### src/rtl/nes_pkg.sv
// Shared NES-side definitions: CPU I/O addresses and the sprite-DMA state encoding.
package nes_pkg;

  localparam logic [15:0] OAM_DMA_ADDR = 16'h4014;

  typedef enum logic [2:0] {
    IDLE,
    HALT,
    ALIGN,
    READ,
    WRITE
  } dma_state_t;

endpackage

### src/rtl/oam_dma.sv
// Sprite DMA: on a CPU write to DMA_ADDR, halts the CPU and copies one 256-byte
// page from CPU memory into PPU OAM, one byte every two cycles.
module oam_dma
  import nes_pkg::*;
#(
  parameter logic [15:0] DMA_ADDR = OAM_DMA_ADDR
) (
  input  logic        CLK,
  input  logic        RESET_n,
  input  logic        cpu_w,
  input  logic [15:0] cpu_address,
  input  logic [7:0]  cpu_data,
  input  logic [7:0]  mem_out,
  output logic        stall,
  output logic        busy_master,
  output logic        mem_r,
  output logic        mem_w,
  output logic [15:0] mem_address,
  output logic        oam_w,
  output logic [7:0]  oam_data,
  output logic [7:0]  oam_index
);

  dma_state_t state_q, state_d;
  logic       par_q;
  logic [7:0] idx_q, idx_d;
  logic [7:0] page_q, page_d;
  logic [7:0] buf_q, buf_d;

  always_ff @(posedge CLK or negedge RESET_n) begin
    if (!RESET_n) begin
      state_q <= IDLE;
      par_q   <= 1'b0;
      idx_q   <= '0;
      page_q  <= '0;
      buf_q   <= '0;
    end else begin
      state_q <= state_d;
      par_q   <= ~par_q;
      idx_q   <= idx_d;
      page_q  <= page_d;
      buf_q   <= buf_d;
    end
  end

  always_comb begin
    state_d = state_q;
    idx_d   = idx_q;
    page_d  = page_q;
    buf_d   = buf_q;
    case (state_q)
      IDLE: begin
        if (cpu_w && (cpu_address == DMA_ADDR)) begin
          page_d  = cpu_data;
          idx_d   = '0;
          state_d = HALT;
        end
      end
      // Landing every READ on par == 1 needs an extra dummy cycle when HALT is odd.
      HALT:  state_d = par_q ? ALIGN : READ;
      ALIGN: state_d = READ;
      READ: begin
        buf_d   = mem_out;
        state_d = WRITE;
      end
      WRITE: begin
        if (idx_q == 8'hFF) begin
          state_d = IDLE;
        end else begin
          idx_d   = idx_q + 8'd1;
          state_d = READ;
        end
      end
      default: state_d = IDLE;
    endcase
  end

  always_comb begin
    stall       = (state_q != IDLE);
    busy_master = stall;
    mem_r       = (state_q == READ);
    mem_w       = 1'b0;
    mem_address = (state_q == READ) ? {page_q, idx_q} : '0;
    oam_w       = (state_q == WRITE);
    oam_data    = (state_q == WRITE) ? buf_q : '0;
    oam_index   = (state_q == WRITE) ? idx_q : '0;
  end

endmodule

### config.mk
export PLATFORM = sky130hd
export DESIGN_NAME = oam_dma
export DESIGN_NICKNAME = d
export VERILOG_FILES = /design/src/rtl/nes_pkg.sv /design/src/rtl/oam_dma.sv
export SDC_FILE = /design/constraint.sdc
export NUM_CORES = 1
export LEC_CHECK = 0
export ABC_AREA = 1
export BUFFER_PORTS_ARGS = -buffer_cell sky130_fd_sc_hd__clkbuf_2
export CORE_MARGIN = 2
export CORE_UTILIZATION = 48
export CTS_CLUSTER_DIAMETER = 80
export CTS_CLUSTER_SIZE = 40
export DETAILED_ROUTE_END_ITERATION = 7
export HOLD_SLACK_MARGIN = 0.02
export PLACE_DENSITY_LB_ADDON = 0.12
export SLEW_MARGIN = 20
export SYNTH_ARGS = -nofsm -noshare
export SYNTH_HDL_FRONTEND = slang
export SYNTH_SLANG_ARGS = --single-unit
### constraint.sdc
create_clock -name CLK -period 1.6 [get_ports CLK]
set_input_delay 0.16 -clock CLK [delete_from_list [all_inputs] [get_ports CLK]]
set_output_delay 0.16 -clock CLK [all_outputs]
set_load 0.005 [all_outputs]
After elaboration in Yosys (flattened, before gate mapping)
Cells that the tools add are included.
Widths: inputs -> output; s select.
{"block": "classes", "n_addsub": 1, "n_eq_ne": 8, "mux": 10, "bitwise_logic": 1, "n_reduce_logical": 6}
{"op": "$mux 8", "count": 4}
{"op": "$eq 16x15->1 const B", "count": 1}
{"op": "$mux 16", "count": 1}
{"op": "$pmux 8 s2", "count": 1}
{"op": "$pmux 3 s5", "count": 1}
{"op": "$add 8x1->8 const B", "count": 1}
{"op": "$eq 8x8->1 const B", "count": 1}
{"op": "$eq 3x2->1 const B", "count": 2}
{"op": "$ne 2x2->1 const B", "count": 2}
{"op": "$eq 3x1->1 const B", "count": 1}
{"op": "$eq 3x3->1 const B", "count": 1}
{"op": "$logic_not 3->1", "count": 1}
{"op": "$mux 3", "count": 1}
{"op": "$reduce_and 3->1", "count": 1}
{"op": "$reduce_bool 3->1", "count": 1}
{"op": "$mux 2", "count": 1}
{"op": "$reduce_and 2->1", "count": 1}
{"op": "$reduce_bool 2->1", "count": 1}
{"op": "$logic_and 1x1->1", "count": 1}
{"op": "$mux 1", "count": 1}
{"op": "$not 1->1", "count": 1}
{"block": "totals", "register_bits": 28, "inputBits": 35, "word_cells": 31}

Logic depth before layout (Yosys ltp)
Gate-level depths: netlist (run 1).
{"block": "logic_depth", "depth_word": 4, "ltp_mapped": 9, "ltp_nobuf": 8}

Least setup slack after synthesis (run 1)
Ideal clock, no wire load.
{"block": "synth_path", "kind": "register to output", "start": "reg state_q[2]", "end": "out mem_address[10]", "arrival_time_ns": 1.176, "t_required_ns": 1.440, "path_slack_ns": 0.264, "stages_incl_launch_ff": 6, "path_buffers": 2, "path_cell_list": "dfrtp_1 -> buf_6 -> nor3_4 -> inv_4 -> buf_8 -> nor2_4"}
{"block": "synth_via", "elab_chain_cells": 2}
{"item": "from (decl)", "line_no": "oam_dma.sv:24", "source": "dma_state_t state_q, state_d;"}
{"item": "from (signal assigned)", "line_no": "oam_dma.sv:38", "source": "state_q <= state_d;"}
{"item": "$eq 3x2->1", "line_no": "oam_dma.sv:83", "source": "mem_address = (state_q == READ) ? {page_q, idx_q} : '0;"}
{"item": "$mux 16", "line_no": "oam_dma.sv:83"}
{"item": "to (decl)", "line_no": "oam_dma.sv:18", "source": "output logic [15:0] mem_address,"}
Every way passes these cells.

Worst setup path after layout (run 1)
{"block": "layout_path", "start": "reg state_q[0]", "end": "out mem_address[10]"}
Same word-level chain as after synthesis.

==> results.json, run 1 <==
{
  "register_to_register_path_setup_slack_ns": 0.08,
  "count_of_endpoints_failing_hold_in_the_final_timing_report": 0,
  "grt_use_met1": 0.2732,
  "postSynthCellCount": 233,
  "finalInstanceArea_um2": 2416,
  "groute.layer.met3.usage": 0.02289,
  "timing.critical_path.slowest_stage_cell": "sky130_fd_sc_hd__dfrtp_1",
  "route.vias.total": 1787,
  "flop_pwr_share": 0.565,
  "grt.total_usage": 0.2146,
  "run_status": "finished, violations left",
  "worstHoldPathType": "in2reg",
  "worstSetupStartpointType": "register",
  "die_h_um": 64.35,
  "rr_worst_depth": 9,
  "worst_skew_pair.late_latency_ns": 0.34,
  "io_pins": 72,
  "number_of_remaining_drc_errors": 0,
  "clock_tree.root_cell": "sky130_fd_sc_hd__clkbuf_4",
  "worst_slack_ns": -0.1307,
  "gr-usage-met2": 0.3763,
  "fraction_of_final_layout_cells_with_drive_strength_greater_than_1": 0.4088,
  "final_antenna_net_count": 0,
  "worstPathArrival_ns": 1.57,
  "grt_most_used_layer": "met2",
  "synth.net_count": 269,
  "area_growth_pct": 38.22,
  "leakage_nw": 1.350,
  "worstPathMaxFanout": 8,
  "grt_start_max_net_pins": 29,
  "yosysMostFrequentCell": "sky130_fd_sc_hd__nand2_1",
  "power.clock.fraction": 0.365,
  "place_area_um2": 2131,
  "end_kind": "output port",
  "start_util": 0.5117,
  "synthFlopType": "sky130_fd_sc_hd__dfrtp_1",
  "detail_route.vias_per_cell": 4.909,
  "cts.path.max_buffers": 2,
  "p_total_mw": 1.275,
  "clock_sink_count": 28,
  "synth_seq_area_share": 0.4009,
  "wirelength_um": 4325,
  "detailed_place_hpwl_um": 2996,
  "die_w_um": 64.35,
  "timing.final.max_slew_violations": 0,
  "floorplan.rows": 21,
  "critical_path.reg2reg.endpoint": "idx_q[3]$_DFFE_PN0P_",
  "drc_marker_count_from_the_first_detailed_route_iteration": 97,
  "placed_cells": 347,
  "dp_worst_setup_slack_ns": 0.1813,
  "ys_top_cells_by_count": "50 x sky130_fd_sc_hd__nand2_1, 39 x sky130_fd_sc_hd__nor2_1, 32 x sky130_fd_sc_hd__inv_1",
  "num-nets-final": 355,
  "yosys.area.top_type": "sky130_fd_sc_hd__dfrtp_1",
  "ys_async_sr_fraction": 1.000,
  "worst_setup_path_endpoint": "mem_address[10]",
  "detail_route.first_pass.iterations": 4,
  "combPwrFrac": 0.070,
  "timing.final.crit_period_ns": 1.731,
  "numCtsBuffers": 3,
  "power-per-cell-area_nw_per_um2": 527.6,
  "grt_setup_unrepaired": "yes",
  "clock_tree_from_tritoncts": "built",
  "largest_incremental_delay_on_the_critical_path_ns": 0.45,
  "switching_share_of_power": 0.2032,
  "path_clk_slew_ns": 0.15,
  "synthDistinctLibCells": 29,
  "overflow": 0,
  "synthesis.yosys.warnings": 0,
  "number_of_enable_type_register_cells_in_the_synthesized_netlist": 0,
  "slew_margin_rel": 0.5559,
  "violations": "setup timing",
  "worst_hold_path.num_cells": 3,
  "critical_path_required_ns": 1.44,
  "startpoint": "state_q[0]$_DFFE_PN0P_",
  "p_int_mw": 1.016,
  "wl_per_cell_um": 11.88,
  "power.ir.vdd_worst_mv": 0.3545,
  "finalClockSkew_ns": 0.007700,
  "final_cell_count_no_fill": 364,
  "die-area_um2": 4140,
  "initial_antenna_violation_count": 0,
  "timing.rr.start": "state_q[1]$_DFFE_PN0P_",
  "core_area_um2": 3416,
  "netlist_area_um2": 1748,
  "timing.fmax_ghz": 0.5778,
  "maxCapViolCount": 0,
  "synth_register_bits": 28,
  "synth_area_per_inst_um2": 7.502,
  "final_util": 0.7073,
  "synth_top_area_share": 0.4009,
  "antenna_cells": 0,
  "cells_taking_the_most_area_after_synthesis": "sky130_fd_sc_hd__dfrtp_1 40%, sky130_fd_sc_hd__nand2_1 11%, sky130_fd_sc_hd__nor2_1 8.4%, sky130_fd_sc_hd__nor2_4 7.1%, sky130_fd_sc_hd__inv_1 6.9%",
  "placement.io_buffers": 70,
  "setup_cp_type": "reg2out",
  "cell_chain_of_the_critical_path": "inv_2, nor3_4, bufinv_16, nor2_4, clkbuf_2",
  "first_global_vias": 1604,
  "htree_num_levels": 1,
  "worst_margin_pin_slew_ns": 0.6661,
  "period_share": 1.082,
  "grt_first_pass_wirelength_um": 6982,
  "netSwitchingPower_mw": 0.2591,
  "finalWeightedCongestion": 0.8799,
  "setup_viol_count_final": 33
}
-- power by group through the flow --
stage,Combinational (mW),Sequential (mW),Clock [mW]
6_report,0.0888,0.720,0.466
5_1_grt,0.104,0.722,0.507
4_1_cts,0.0880,0.720,0.472
3_5_place_dp,0.0855,0.734,0
3_3_place_gp,0.0845,0.733,0
2_1_floorplan,0.0272,0.733,0
-- final cells by class --
cell class              instances  area (um^2)
fillers                       304        999.7
multi-input cells             161        907.1
flip-flops and latches         28        701.9
repair buffers                 88        514.2
inverters                      36        171.4
well taps                      46        57.56
clock inverters                 1        30.03
clock buffers                   3        22.52
repair inverters                1        11.26
-- flip-flops by register name, summed over array words and instances, names as in the netlist --
name / cells
buf_q: 8
idx_q: 8
page_q: 8
state_q: 3
par_q: 1
-- placed cells by master, fill, tap and decap left out, types with 3 or more instances in the layout --
| cell | count |
|---|---|
| sky130_fd_sc_hd__buf_6 | 5 |
| sky130_fd_sc_hd__nand2_1 | 50 |
| sky130_fd_sc_hd__inv_1 | 30 |
| sky130_fd_sc_hd__nor2_1 | 26 |
| sky130_fd_sc_hd__o21ai_1 | 9 |
| sky130_fd_sc_hd__a21oi_1 | 5 |
| sky130_fd_sc_hd__buf_4 | 13 |
| sky130_fd_sc_hd__dfrtp_1 | 27 |
| sky130_fd_sc_hd__nor2_4 | 18 |
| sky130_fd_sc_hd__o21ai_0 | 3 |
| sky130_fd_sc_hd__clkbuf_2 | 67 |
| sky130_fd_sc_hd__nand3_1 | 16 |
| sky130_fd_sc_hd__nor2_2 | 9 |
| sky130_fd_sc_hd__nand4_1 | 11 |
| sky130_fd_sc_hd__clkbuf_4 | 3 |
| sky130_fd_sc_hd__inv_2 | 3 |
-- timing repair --
| action | in CTS | in global routing |
|---|---|---|
| cloned | 1 | 0 |
| hold buffers | 1 | 1 |
| pin swaps | 2 | 1 |
| setup endpoints to repair | 33 | 44 |
| buffers inserted | 6 | 5 |
| endpoints found under the hold margin | 28 | 1 |
| resized for setup | 21 | 18 |
-- cell families (layout without fill, tap and decap cells) --
family | after synthesis | count (layout) | share of synthesized area
other cells | 1 | 1 | 0.002145
simple gates | 139 | 139 | 0.4102
compound gates | 20 | 20 | 0.06084
fa+ha+maj | 1 | 1 | 0.007157
buf+inv | 44 | 129 | 0.1188
flops | 28 | 28 | 0.4009
-- worst min-delay path by stage --
| stage | endpoint | from |
|---|---|---|
| after floorplan | buf_q[0]$_DFFE_PN0N_ | RESET_n |
| after global placement | page_q[3]$_DFFE_PN0P_ | RESET_n |
| after detailed placement | page_q[3]$_DFFE_PN0P_ | RESET_n |
| after CTS | buf_q[1]$_DFFE_PN0N_ | mem_out[1] |
| after global routing | buf_q[1]$_DFFE_PN0N_ | mem_out[1] |
| final | buf_q[1]$_DFFE_PN0N_ | mem_out[1] |
-- worst max-delay path, delay by kind of cell, from the launching register on --
family                 cells  cell delay (ns)
and+or+nand+nor            2             0.34
DFF                        1             0.45
buffers and inverters      3             0.44
-- per-layer routing --
layer  share of wire  wire length (um)
met1            0.43              1865
met2            0.52              2230
met3           0.040               175
met4           0.012                53
met5               0                 0
-- through the flow --
stage	hold slack, ns	setup TNS (ns)
CTS	0.02912	-2.520
global placement	0.2391	0
floorplan	-0.1356	0
finish	0.02492	-2.236
detailed placement	0.2330	0
global route	0.02142	-4.980
No activity file was read; power rests on OpenSTA's default activity.
==> inputs of run 2 (changes only) <==
--- a/config.mk
+++ b/config.mk
@@ -18,3 +18,4 @@
 export SYNTH_ARGS = -nofsm -noshare
 export SYNTH_HDL_FRONTEND = slang
 export SYNTH_SLANG_ARGS = --single-unit
+export TNS_END_PERCENT = 5
==> run 2 against run 1 <==
  * The flow still finishes with violations (setup timing)
  * Clock-buffer cell count unchanged
  * Total power increased by 0.33%
  * Non-clock buffer count decreased by 4
  * Critical endpoint unchanged
  * Via count decreased by 1.7%
  * Worst hold slack improved by 0.0031 ns
  * Setup slack got worse by 0.015 ns
  * Clock skew about the same
  * Final cell count decreased by 1.1%
  * Largest cell class unchanged
  * Fmax decreased by 0.85%
  * Sequential cell count unchanged
  * Global-route usage decreased by 0.53 points
==> results.json, run 2 (synthesized netlist as in run 1, its figures left out) <==
{
  "worst_slack_ns": -0.1455,
  "worstSetupStartpointType": "register",
  "initial_antenna_violation_count": 0,
  "ff_latch_area_um2": 701.9,
  "slew_margin_rel": 0.5557,
  "power.ir.vdd_worst_mv": 0.3555,
  "timing.fmax_ghz": 0.5729,
  "final_antenna_net_count": 0,
  "num-nets-final": 351,
  "totalNegativeSetupSlack_ns": -2.908,
  "most-common-layout-cells": "64 x sky130_fd_sc_hd__clkbuf_2, 50 x sky130_fd_sc_hd__nand2_1, 30 x sky130_fd_sc_hd__nor2_1, 29 x sky130_fd_sc_hd__inv_1, 27 x sky130_fd_sc_hd__dfrtp_1",
  "p_total_mw": 1.279,
  "end_kind": "output port",
  "worstHoldPathType": "in2reg",
  "worst_margin_pin_slew_ns": 0.6665,
  "fraction_of_final_layout_cells_with_drive_strength_greater_than_1": 0.3854,
  "hold_path.startpoint": "cpu_data[4]",
  "htree_num_levels": 1,
  "worst_hold_path.num_cells": 3,
  "violations": "setup timing",
  "reg.largest.list": "buf_q (8), idx_q (8), page_q (8)",
  "timing.rr.start": "state_q[0]$_DFFE_PN0P_",
  "final_cell_count_no_fill": 360,
  "run_status": "finished, violations left",
  "critical_path.reg2reg.endpoint": "idx_q[3]$_DFFE_PN0P_",
  "clock_sink_count": 28,
  "detail_route.first_pass.iterations": 4,
  "leakage_nw": 1.324,
  "startpoint": "state_q[0]$_DFFE_PN0P_",
  "worstPathArrival_ns": 1.59,
  "path_clk_slew_ns": 0.15,
  "setup_cp_type": "reg2out",
  "power-per-cell-area_nw_per_um2": 541.7,
  "grt_first_pass_wirelength_um": 6810,
  "count_of_endpoints_failing_hold_in_the_final_timing_report": 0,
  "detail_route.vias_per_cell": 4.878,
  "period_share": 1.091,
  "die-area_um2": 4140,
  "setup_viol_count_final": 34,
  "antenna_cells": 0,
  "finalWeightedCongestion": 0.8799,
  "floorplan.rows": 21,
  "wl_per_cell_um": 11.43,
  "hold_ws_ns": 0.02805,
  "finalClockSkew_ns": 0.007858,
  "cts.path.max_buffers": 2,
  "place_area_um2": 2131,
  "wirelength_um": 4114,
  "placed_cells": 347,
  "maxCapViolCount": 0,
  "start_util": 0.5117,
  "placement.io_buffers": 70,
  "hold_path_end": "page_q[4]$_DFFE_PN0P_",
  "grt_setup_unrepaired": "yes",
  "nFillCells": 308,
  "finalInstanceArea_um2": 2361,
  "numCtsBuffers": 3,
  "rr_worst_depth": 9,
  "clock_tree_from_tritoncts": "built",
  "worstPathMaxFanout": 8,
  "grt.total_usage": 0.2093,
  "detailed_place_hpwl_um": 2996,
  "critical_path_required_ns": 1.44,
  "first_global_vias": 1580,
  "final_util": 0.6912,
  "route.vias.total": 1756,
  "drc_marker_count_from_the_first_detailed_route_iteration": 78,
  "most_common_cell_after_layout_fill_and_taps_aside": "sky130_fd_sc_hd__clkbuf_2",
  "clock_tree.root_cell": "sky130_fd_sc_hd__clkbuf_4",
  "worst_skew_pair.late_latency_ns": 0.34,
  "number_of_remaining_drc_errors": 0,
  "overflow": 0,
  "timing.final.max_slew_violations": 0,
  "dp_worst_setup_slack_ns": 0.1813,
  "grt_start_max_net_pins": 29,
  "timing.final.crit_period_ns": 1.746,
  "multiInputGateArea_um2": 877.1,
  "core_area_um2": 3416,
  "io_pins": 72,
  "die_w_um": 64.35,
  "register_to_register_path_setup_slack_ns": 0.06,
  "area_growth_pct": 35.07,
  "die_h_um": 64.35
}
[run 2: how the worst max path moves through the flow]
stage	endpoint
2_1_floorplan	mem_address[10]
3_5_place_dp	idx_q[7]$_DFFE_PN0P_
4_1_cts	oam_index[0]
6_report	mem_address[10]
3_3_place_gp	oam_data[0]
5_1_grt	mem_address[0]
[run 2: final cells by class]
cell class / instances / area share
multi-input combinational: 161 / 0.3715
sequential: 28 / 0.2973
timing repair buffer: 84 / 0.2083
inverter: 36 / 0.07154
tap: 46 / 0.02438
clock inverter: 1 / 0.01272
clock buffer: 3 / 0.009539
timing repair inverter: 1 / 0.004769
[run 2: metal layers]
| layer | wire length (um) | GRT usage |
|---|---|---|
| met5 | 0 | 0 |
| met4 | 53 | 0.07713 |
| met3 | 197 | 0.02289 |
| met2 | 2042 | 0.3646 |
| met1 | 1820 | 0.2676 |
[run 2: power by group]
group          total, mW  internal, mW  switching, mW
Combinational     0.0924        0.0472         0.0453
Sequential         0.720         0.718        0.00236
Clock              0.466         0.254          0.212
[run 2: critical path, cell delays in order, from the launching register on]
cell and delay (ns):
sky130_fd_sc_hd__dfrtp_1 0.46, sky130_fd_sc_hd__inv_2 0.08, sky130_fd_sc_hd__nor3_4 0.27, sky130_fd_sc_hd__bufinv_16 0.24, sky130_fd_sc_hd__nor2_4 0.08, sky130_fd_sc_hd__clkbuf_2 0.11
[run 2: what timing repair did]
action / in CTS / in global routing
hold buffers: 1 / 3
endpoints found under the setup margin: 33 / 44
cloned: 1 / 0
hold endpoints to repair: 28 / 3
buffers inserted: 4 / 0
pin swaps: 2 / 1
resized for setup: 16 / 18
==> inputs of run 3 (changes only) <==
--- a/config.mk
+++ b/config.mk
@@ -8,9 +8,9 @@
 export ABC_AREA = 1
 export BUFFER_PORTS_ARGS = -buffer_cell sky130_fd_sc_hd__clkbuf_2
 export CORE_MARGIN = 2
-export CORE_UTILIZATION = 48
+export CORE_UTILIZATION = 50
+export CTS_BUF_LIST = sky130_fd_sc_hd__clkbuf_4
 export CTS_CLUSTER_DIAMETER = 80
-export CTS_CLUSTER_SIZE = 40
 export DETAILED_ROUTE_END_ITERATION = 7
 export HOLD_SLACK_MARGIN = 0.02
 export PLACE_DENSITY_LB_ADDON = 0.12
==> run 3 against run 2 <==
  * The run still ends with setup timing left
  * Cell area fell by 5.6%
  * Sequential share of layout area rose by 1.7 points
  * Clock power fell by 2%
  * Total power fell by 1.0%
  * Clock skew fell by 0.0019 ns
  * Critical endpoint is now mem_r
==> results.json, run 3 (synthesized netlist as in run 1, its figures left out) <==
{
  "run_status": "finished, violations left",
  "violations": "setup timing",
  "area_growth_pct": 27.49,
  "cts.path.max_buffers": 2,
  "fraction_of_final_layout_cells_with_drive_strength_greater_than_1": 0.3452,
  "grt_setup_unrepaired": "yes",
  "finalInstanceArea_um2": 2228,
  "htree_num_levels": 1,
  "placement.io_buffers": 70,
  "worst_hold_path.num_cells": 3,
  "count_of_endpoints_failing_hold_in_the_final_timing_report": 0,
  "finalClockSkew_ns": 0.006007,
  "period_share": 1.043,
  "finalWeightedCongestion": 0.8326,
  "reg.largest.list": "buf_q (8), idx_q (8), page_q (8)",
  "worst_margin_pin_slew_ns": 0.7021,
  "final_antenna_net_count": 0,
  "worst_skew_pair.late_latency_ns": 0.33,
  "worst_slack_ns": -0.06920,
  "critical_path_required_ns": 1.44,
  "setup_viol_count_final": 34,
  "numCtsBuffers": 3,
  "drc_marker_count_from_the_first_detailed_route_iteration": 79,
  "most_common_cell_after_layout_fill_and_taps_aside": "sky130_fd_sc_hd__clkbuf_2",
  "end_kind": "output port",
  "detail_route.first_pass.iterations": 4,
  "leakage_nw": 1.286,
  "register_to_register_path_setup_slack_ns": 0.06,
  "initial_antenna_violation_count": 0,
  "hold_path_end": "buf_q[2]$_DFFE_PN0N_",
  "first_global_vias": 1608,
  "slew_margin_rel": 0.5319,
  "detail_route.vias_per_cell": 4.834,
  "critical_path.reg2reg.endpoint": "idx_q[3]$_DFFE_PN0P_",
  "power-per-cell-area_nw_per_um2": 568.0,
  "route.vias.total": 1721,
  "wl_per_cell_um": 10.62,
  "floorplan.rows": 21,
  "path_clk_slew_ns": 0.15,
  "wirelength_um": 3782,
  "timing.final.crit_period_ns": 1.669,
  "antenna_cells": 0,
  "grt_first_pass_wirelength_um": 6706,
  "maxCapViolCount": 0,
  "grt.total_usage": 0.2058,
  "number_of_remaining_drc_errors": 0,
  "worstHoldPathType": "in2reg",
  "worstPathMaxFanout": 17,
  "clock_tree.root_cell": "sky130_fd_sc_hd__clkbuf_4",
  "place_area_um2": 2146,
  "worstSetupStartpointType": "register",
  "io_pins": 72,
  "detailed_place_hpwl_um": 2955,
  "timing.fmax_ghz": 0.5991,
  "worstPathArrival_ns": 1.51,
  "power.ir.vdd_worst_mv": 0.4616,
  "die_w_um": 63.13,
  "p_total_mw": 1.266,
  "clock_tree_from_tritoncts": "built",
  "die-area_um2": 3985,
  "start_util": 0.5238,
  "rr_worst_depth": 9,
  "num-nets-final": 347,
  "most-common-layout-cells": "70 x sky130_fd_sc_hd__clkbuf_2, 50 x sky130_fd_sc_hd__nand2_1, 39 x sky130_fd_sc_hd__nor2_1, 32 x sky130_fd_sc_hd__inv_1, 28 x sky130_fd_sc_hd__dfrtp_1",
  "overflow": 0,
  "die_h_um": 63.13,
  "timing.rr.start": "state_q[1]$_DFFE_PN0P_",
  "setup_cp_type": "reg2out",
  "core_area_um2": 3337,
  "hold_path.startpoint": "mem_out[2]",
  "clock_sink_count": 28,
  "grt_start_max_net_pins": 29,
  "timing.final.max_slew_violations": 0
}
[run 3: metal layers]
layer  routed length [um]  part of all wire  GRT usage
met1                 1713              0.45     0.2698
met2                 1861              0.49     0.3551
met3                  182             0.048    0.02857
met4                   24            0.0063    0.05833
met5                    0                 0          0
[run 3: timing repair]
action / 4_1_cts / 5_1_grt
pin swaps: 1 / 0
hold buffers: 1 / 0
setup buffers: 2 / 0
endpoints found under the setup margin: 33 / 38
resized for setup: 2 / 0
hold endpoints to repair: 28 / 0
[run 3: worst max-delay path, cell delays in order (launching register included)]
cell and delay [ns]:
sky130_fd_sc_hd__dfrtp_1 0.39, sky130_fd_sc_hd__inv_1 0.09, sky130_fd_sc_hd__nor3_4 0.29, sky130_fd_sc_hd__buf_4 0.27, sky130_fd_sc_hd__clkbuf_2 0.14
[run 3: final cells by class]
type	count	area [um^2]
Clock buffer	3	22.52
Sequential cell	28	700.7
Multi-Input combinational cell	161	839.6
Timing Repair Buffer	81	435.4
Fill cell	318	1109
Tap cell	46	57.56
Inverter	36	142.6
Clock inverter	1	30.03
[run 3: through the flow]
stage	hold slack, ns	util	TNS (ns)	worst slack, ns	instances
6_report	0.04001	0.6678	-1.207	-0.06920	356
5_1_grt	0.02991	0.6678	-5.575	-0.2024	356
4_1_cts	0.03153	0.6678	-2.017	-0.08494	356
3_5_place_dp	0.2393	0.6430	0	0.2039	349
3_3_place_gp	0.2419	0.6430	0	0.2212	349
2_1_floorplan	-0.1356	-	0	0.2637	233
[run 3: worst max path at each step]
stage                                       from         endpoint  cells past startpoint
after CTS                 state_q[2]$_DFFE_PN0P_            mem_r                      3
after floorplan           state_q[2]$_DFFE_PN0P_  mem_address[10]                      5
after detailed placement  state_q[1]$_DFFE_PN0P_      oam_data[0]                      6
after global routing      state_q[1]$_DFFE_PN0P_     oam_index[7]                      6
after global placement    state_q[0]$_DFFE_PN0P_      oam_data[0]                      6
final                     state_q[1]$_DFFE_PN0P_            mem_r                      4
[run 3: report_power, final]
| part | switching, mW | internal, mW | leakage (nW) | total, mW |
|---|---|---|---|---|
| Sequential | 0.00242 | 0.718 | 0.328 | 0.720 |
| Clock | 0.206 | 0.253 | 0.0279 | 0.459 |
| Combinational | 0.0443 | 0.0423 | 0.931 | 0.0866 |
| Total | 0.252 | 1.01 | 1.29 | 1.27 |
